## config.mk

```make
export PLATFORM = sky130hd
export DESIGN_NAME = drlp_img_loader_flat
export DESIGN_NICKNAME = d
export VERILOG_FILES = /design/src/rtl/drlp_img_loader_if.sv /design/src/rtl/drlp_img_loader.sv /design/src/flat_wrapper.sv
export SDC_FILE = /design/constraint.sdc
export NUM_CORES = 1
export LEC_CHECK = 0
export CAP_MARGIN = 25
export CELL_PAD_IN_SITES_DETAIL_PLACEMENT = 1
export CELL_PAD_IN_SITES_GLOBAL_PLACEMENT = 2
export CORE_ASPECT_RATIO = 1.2
export CORE_MARGIN = 2
export CORE_UTILIZATION = 30
export CTS_CLUSTER_DIAMETER = 120
export DETAILED_ROUTE_END_ITERATION = 7
export PLACE_DENSITY_LB_ADDON = 0.1
export SLEW_MARGIN = 40
export SYNTH_ARGS = -nofsm -noshare
export SYNTH_HDL_FRONTEND = slang
export SYNTH_SLANG_ARGS = --single-unit
```

## constraint.sdc

```tcl
create_clock -name i_clk -period 5.8 [get_ports i_clk]
set_input_delay 0.58 -clock i_clk [delete_from_list [all_inputs] [get_ports i_clk]]
set_output_delay 0.58 -clock i_clk [all_outputs]
set_load 0.01 [all_outputs]
```

## src/rtl/drlp_img_loader_if.sv

```systemverilog
// rtl/drlp_img_loader_if.sv - pixel stream and image-buffer write bus for the DRLP image loader
interface drlp_img_loader_if #(
   parameter int DATA_WIDTH       = 8,
   parameter int ADDR_WIDTH       = 10,
   parameter int TOTAL_DATA_WIDTH = DATA_WIDTH * 6
);
   logic                        i_px_valid;
   logic [DATA_WIDTH-1:0]       i_px_data;
   logic                        o_px_ready;
   logic                        o_wr_en;
   logic [ADDR_WIDTH-1:0]       o_wr_addr;
   logic [TOTAL_DATA_WIDTH-1:0] o_wr_data;

   modport master (
      output i_px_valid, i_px_data,
      input  o_px_ready, o_wr_en, o_wr_addr, o_wr_data
   );

   modport slave (
      input  i_px_valid, i_px_data,
      output o_px_ready, o_wr_en, o_wr_addr, o_wr_data
   );
endinterface

```

## src/rtl/drlp_img_loader.sv

```systemverilog
// rtl/drlp_img_loader.sv - packs six pixels per word and writes a run of words into the image buffer
module drlp_img_loader #(
   parameter int DATA_WIDTH       = 8,
   parameter int ADDR_WIDTH       = 10,
   parameter int TOTAL_DATA_WIDTH = DATA_WIDTH * 6
) (
   input  logic                  i_clk,
   input  logic                  i_rst_n,
   input  logic                  i_start,
   input  logic [ADDR_WIDTH-1:0] i_base_addr,
   input  logic [ADDR_WIDTH-1:0] i_num_words,
   drlp_img_loader_if.slave      px_if,
   output logic                  o_busy,
   output logic                  o_done
);

   localparam int LANES = 6;

   typedef enum logic [1:0] {
      S_IDLE  = 2'd0,
      S_FILL  = 2'd1,
      S_WRITE = 2'd2,
      S_DONE  = 2'd3
   } state_t;

   state_t                      state_q, state_d;
   logic [ADDR_WIDTH-1:0]       base_q;
   logic [ADDR_WIDTH-1:0]       num_q;
   logic [ADDR_WIDTH-1:0]       word_cnt_q;
   logic [2:0]                  lane_q;
   logic [TOTAL_DATA_WIDTH-1:0] pack_q;

   logic px_accept;
   logic start_accept;
   logic last_lane;
   logic last_word;

   assign start_accept = (state_q == S_IDLE) && i_start;
   assign px_accept    = (state_q == S_FILL) && px_if.i_px_valid;
   assign last_lane    = (lane_q == 3'(LANES - 1));
   assign last_word    = (word_cnt_q == (num_q - ADDR_WIDTH'(1)));

   always_ff @(posedge i_clk or negedge i_rst_n) begin
      if (!i_rst_n) begin
         state_q <= S_IDLE;
      end else begin
         state_q <= state_d;
      end
   end

   always_comb begin
      state_d = state_q;
      case (state_q)
         S_IDLE: begin
            if (i_start) begin
               state_d = (i_num_words != '0) ? S_FILL : S_DONE;
            end
         end
         S_FILL: begin
            if (px_accept && last_lane) begin
               state_d = S_WRITE;
            end
         end
         S_WRITE: begin
            state_d = last_word ? S_DONE : S_FILL;
         end
         S_DONE: begin
            state_d = S_IDLE;
         end
         default: begin
            state_d = S_IDLE;
         end
      endcase
   end

   // Job parameters are latched once so upstream may change them while the job runs.
   always_ff @(posedge i_clk or negedge i_rst_n) begin
      if (!i_rst_n) begin
         base_q     <= '0;
         num_q      <= '0;
         word_cnt_q <= '0;
      end else if (start_accept) begin
         base_q     <= i_base_addr;
         num_q      <= i_num_words;
         word_cnt_q <= '0;
      end else if ((state_q == S_WRITE) && !last_word) begin
         word_cnt_q <= word_cnt_q + ADDR_WIDTH'(1);
      end
   end

   always_ff @(posedge i_clk or negedge i_rst_n) begin
      if (!i_rst_n) begin
         lane_q <= '0;
      end else if (start_accept) begin
         lane_q <= '0;
      end else if (px_accept) begin
         lane_q <= last_lane ? 3'd0 : lane_q + 3'd1;
      end
   end

   // Every lane is overwritten before each write, so the word needs no clearing between words.
   always_ff @(posedge i_clk or negedge i_rst_n) begin
      if (!i_rst_n) begin
         pack_q <= '0;
      end else if (px_accept) begin
         for (int k = 0; k < LANES; k++) begin
            if (lane_q == 3'(k)) begin
               pack_q[k*DATA_WIDTH +: DATA_WIDTH] <= px_if.i_px_data;
            end
         end
      end
   end

   assign px_if.o_px_ready = (state_q == S_FILL);
   assign px_if.o_wr_en    = (state_q == S_WRITE);
   assign px_if.o_wr_addr  = base_q + word_cnt_q;
   assign px_if.o_wr_data  = pack_q;
   assign o_busy           = (state_q != S_IDLE);
   assign o_done           = (state_q == S_DONE);

endmodule

```

## src/flat_wrapper.sv

```systemverilog
// flat-port wrapper written by rule: the top's interface ports become plain ports
module drlp_img_loader_flat 
#(
   parameter int DATA_WIDTH       = 8,
   parameter int ADDR_WIDTH       = 10,
   parameter int TOTAL_DATA_WIDTH = DATA_WIDTH * 6
)
  (i_clk, i_rst_n, i_start, i_base_addr, i_num_words, o_busy, o_done, px_if_i_px_valid, px_if_i_px_data, px_if_o_px_ready, px_if_o_wr_en, px_if_o_wr_addr, px_if_o_wr_data);
  drlp_img_loader_if #(.DATA_WIDTH(DATA_WIDTH), .ADDR_WIDTH(ADDR_WIDTH), .TOTAL_DATA_WIDTH(TOTAL_DATA_WIDTH)) px_if_i ();
  input  logic i_clk;
  input  logic i_rst_n;
  input  logic i_start;
  input  logic [ADDR_WIDTH-1:0] i_base_addr;
  input  logic [ADDR_WIDTH-1:0] i_num_words;
  output logic o_busy;
  output logic o_done;
  input wire logic [$bits(px_if_i.i_px_valid)-1:0] px_if_i_px_valid;
  input wire logic [$bits(px_if_i.i_px_data)-1:0] px_if_i_px_data;
  output wire logic [$bits(px_if_i.o_px_ready)-1:0] px_if_o_px_ready;
  output wire logic [$bits(px_if_i.o_wr_en)-1:0] px_if_o_wr_en;
  output wire logic [$bits(px_if_i.o_wr_addr)-1:0] px_if_o_wr_addr;
  output wire logic [$bits(px_if_i.o_wr_data)-1:0] px_if_o_wr_data;
  assign px_if_i.i_px_valid = px_if_i_px_valid;
  assign px_if_i.i_px_data = px_if_i_px_data;
  assign px_if_o_px_ready = px_if_i.o_px_ready;
  assign px_if_o_wr_en = px_if_i.o_wr_en;
  assign px_if_o_wr_addr = px_if_i.o_wr_addr;
  assign px_if_o_wr_data = px_if_i.o_wr_data;
  drlp_img_loader #(.DATA_WIDTH(DATA_WIDTH), .ADDR_WIDTH(ADDR_WIDTH), .TOTAL_DATA_WIDTH(TOTAL_DATA_WIDTH)) u_core (.i_clk(i_clk), .i_rst_n(i_rst_n), .i_start(i_start), .i_base_addr(i_base_addr), .i_num_words(i_num_words), .px_if(px_if_i), .o_busy(o_busy), .o_done(o_done));
endmodule
```

==> results.toml <==
[critical_path]
r2r-start = "u_core.num_q[0]"
r2r-end = "u_core.word_cnt_q[8]"
critPathTopFamily = "compound AO/OA/AOI/OAI gates"
r2r_setup_slack_ns = 3.03
crit_path_start = "u_core.word_cnt_q[1]"
r2r_cells = 9
cp_slowest_cell = "clkdlybuf4s50_1"
required_ns = 5.22
slowest_delay_ns = 0.57
crit_type = "reg -> out"
cp-start-kind = "flip-flop"
cp.buffers_inverters = 1
crit_path_max_fanout = 5
critPathCaptureType = "output pin"
crit_chain = "ha_1 > a21o_1 > a21oi_1 > nor2b_1 > o21a_1 > o41ai_1 > nor2_1 > a211oi_1 > clkdlybuf4s50_1"
cp.arrival_ns = 3.18

[placed_design]
post_dp_cell_area_um2 = 5192
dp_hpwl_mm = 8.012
port_buffers = 93
gp_congestion = 0.7252

[sta]
fin_worst_skew_ns = 0.008185
max_freq_mhz = 266.2
hold_violations = 0
rsz0062_at_grt = "false"
final_max_slew_viol_count = 0
fin_hold_ws_ns = 0.1413
fin_setup_tns_ns = 0
timing.slew.headroom_pct = 47.45
worstMarginPinSlew_ns = 0.7811
finalCriticalPeriod_ns = 3.756
finalSetupViolations = 0
finalCritPeriodShare_pct = 64.76

[cells_and_area]
final_area_um2 = 5480
fill_cells = 1460
diodes = 0
ff_latch_area_um2 = 2077
finalNetCount = 510
drive_gt1_share_pct = 15.96
utilization_pct = 41.22
area_growth_pct = 34.03
multi_input_area_um2 = 1913

[clock_tree]
numCtsBuffers = 9
clock-root-buffer = "clkbuf_16"
cts_max_path_buffers = 2
htree_levels = 3
cts_hold_buf = 0
clock-sinks = 83
insertion_delay_ns = 0.34
postCtsSetupBuffers = 0
clk_pin_slew_ns = 0.07
cts_tree = "built"
cts.repair.resized = 0

[die]
rows = 46
pin_count = 94
core_um2 = 13300
fp.dieW_um = 110.6
die_h_um = 131.9
dieArea_um2 = 14580
start_util_pct = 30.75

[grt]
track_usage_pct = 15.68
grt.overflow.total = 0
grt_max_degree = 63
grt_pass1_wl_mm = 18.06
antenna_found_initial = 0
grt_pass1_vias = 3485

[yosys]
synthCells = 372
yosys_warnings = 0
synth-main-ff-cell = "dfrtp_1"
yosysUniqueCellTypes = 51
ys_seq_area_share_pct = 50.80
synthArstFlopShare_pct = 100.0
ys_seq_elements = 83
synth_edf_count = 0
netlist_area_um2 = 4089
syn_avg_cell_area_um2 = 10.99
synth_nets = 417

[power_and_ir_drop]
p_total_w = 0.003290
p_leak_nw = 2.342
p_per_area_nw_per_um2 = 600.3
ir_drop_uv = 232.1

[routing]
drt_iter0_drc = 42
viasPerCell = 4.984
drtAntennaViolNets = 0
drc = 0
num_vias = 3180
dr.pass1.iters = 4
wire_per_inst_um = 17.47
drt_wl_total_mm = 11.14

[job]
maxCapViolations = 0

[run_status]
status = "finished clean"

[hold_path]
hold_path.class = "in -> async"
[placed cells by master (no fill, tap or decap), types with 2 or more instances in the layout]
cell | synthesis | final
nor4_1 | 4 | 4
nor2b_1 | 6 | 6
o21ai_0 | 11 | 11
clkbuf_16 | 0 | 9
clkinvlp_4 | 0 | 4
nand2_1 | 66 | 65
o211ai_1 | 5 | 5
ha_1 | 12 | 12
and3_1 | 2 | 2
nor2_1 | 14 | 14
mux2_2 | 48 | 48
or4_1 | 4 | 4
or3_1 | 2 | 2
a21oi_1 | 9 | 9
a21o_1 | 2 | 2
and2_1 | 9 | 9
nand2_2 | 1 | 2
buf_4 | 0 | 2
inv_6 | 0 | 2
xor2_1 | 6 | 6
nor3_1 | 5 | 5
dfrtp_1 | 83 | 83
a32oi_1 | 2 | 2
o31ai_1 | 5 | 5
clkdlybuf4s50_1 | 0 | 92
inv_1 | 13 | 13
o311ai_1 | 2 | 2
nand4_1 | 2 | 2
nand3_1 | 9 | 9
o31a_1 | 3 | 3
xnor2_1 | 13 | 13
[kinds of logic (layout without fill, tap and decap cells)]
group	after synthesis	in the layout	share of synthesized area (%)
buffers and inverters	26	124	2.632
DFF	83	83	50.80
xor gates and xnor gates	19	19	4.070
AOI/OAI and AO/OA	48	48	8.599
and+or+nand+nor	135	135	16.52
adders and majority gates	13	13	4.161
muxes	48	48	13.22
[per-layer routing]
| metal | vias to the layer above | share of wire [%] | global-route usage (%) |
|---|---|---|---|
| met2 | 69 | 51 | 27.06 |
| met1 | 1605 | 40 | 17.43 |
| li1 | 1493 | - | - |
| met5 | - | 0 | 0 |
| met3 | 13 | 6.8 | 6.253 |
| met4 | 0 | 1.9 | 5.833 |
[stage by stage]
step / instances / worst slack (ns)
2_1_floorplan: 372 / 3.073
3_3_place_gp: 622 / 2.471
5_1_grt: 638 / 1.850
4_1_cts: 638 / 2.004
3_5_place_dp: 622 / 2.393
6_report: 638 / 2.044
[synthesized netlist by cell type, types with 9 or more instances]
master,instances,area [µm²]
clkbuf_1,9,33.78
o21ai_0,11,55.05
mux2_2,48,540.5
nand3_1,9,45.04
inv_1,13,48.80
nor2_1,14,52.55
dfrtp_1,83,2077
xnor2_1,13,113.9
a21oi_1,9,45.04
ha_1,12,150.1
nand2_1,66,247.7
and2_1,9,56.30
[sequential cells by signal, indices dropped and copies added (netlist names)]
register,flops
u_core.base_q,10
u_core.lane_q,3
u_core.word_cnt_q,10
u_core.px_if.o_wr_data,48
u_core.num_q,10
u_core.state_q,2
[where the power goes]
group          internal, W  switching, W  total, W
logic             0.000897      0.000726   0.00162
clock network     0.000296      0.000258  0.000554
registers         0.000857      0.000256   0.00111
[worst max-delay path by stage]
stage                     slack, ns            endpoint  cells after the start
final                          2.04  px_if_o_wr_addr[9]                      9
after global routing           1.85  px_if_o_wr_addr[9]                      9
after CTS                      2.00  px_if_o_wr_addr[9]                      9
after detailed placement       2.39  px_if_o_wr_addr[9]                      9
after global placement         2.47  px_if_o_wr_addr[9]                      9
after floorplan                3.07  px_if_o_wr_addr[9]                      8
[area by class of cell]
type,instances,share of cell area (%)
sequential,83,37.90
multi-input combinational,263,34.91
timing repair buffer,95,17.28
clock buffer,9,4.110
tap,168,3.836
clock inverter,7,1.073
inverter,13,0.8904
No activity file was read; power rests on OpenSTA's default activity.
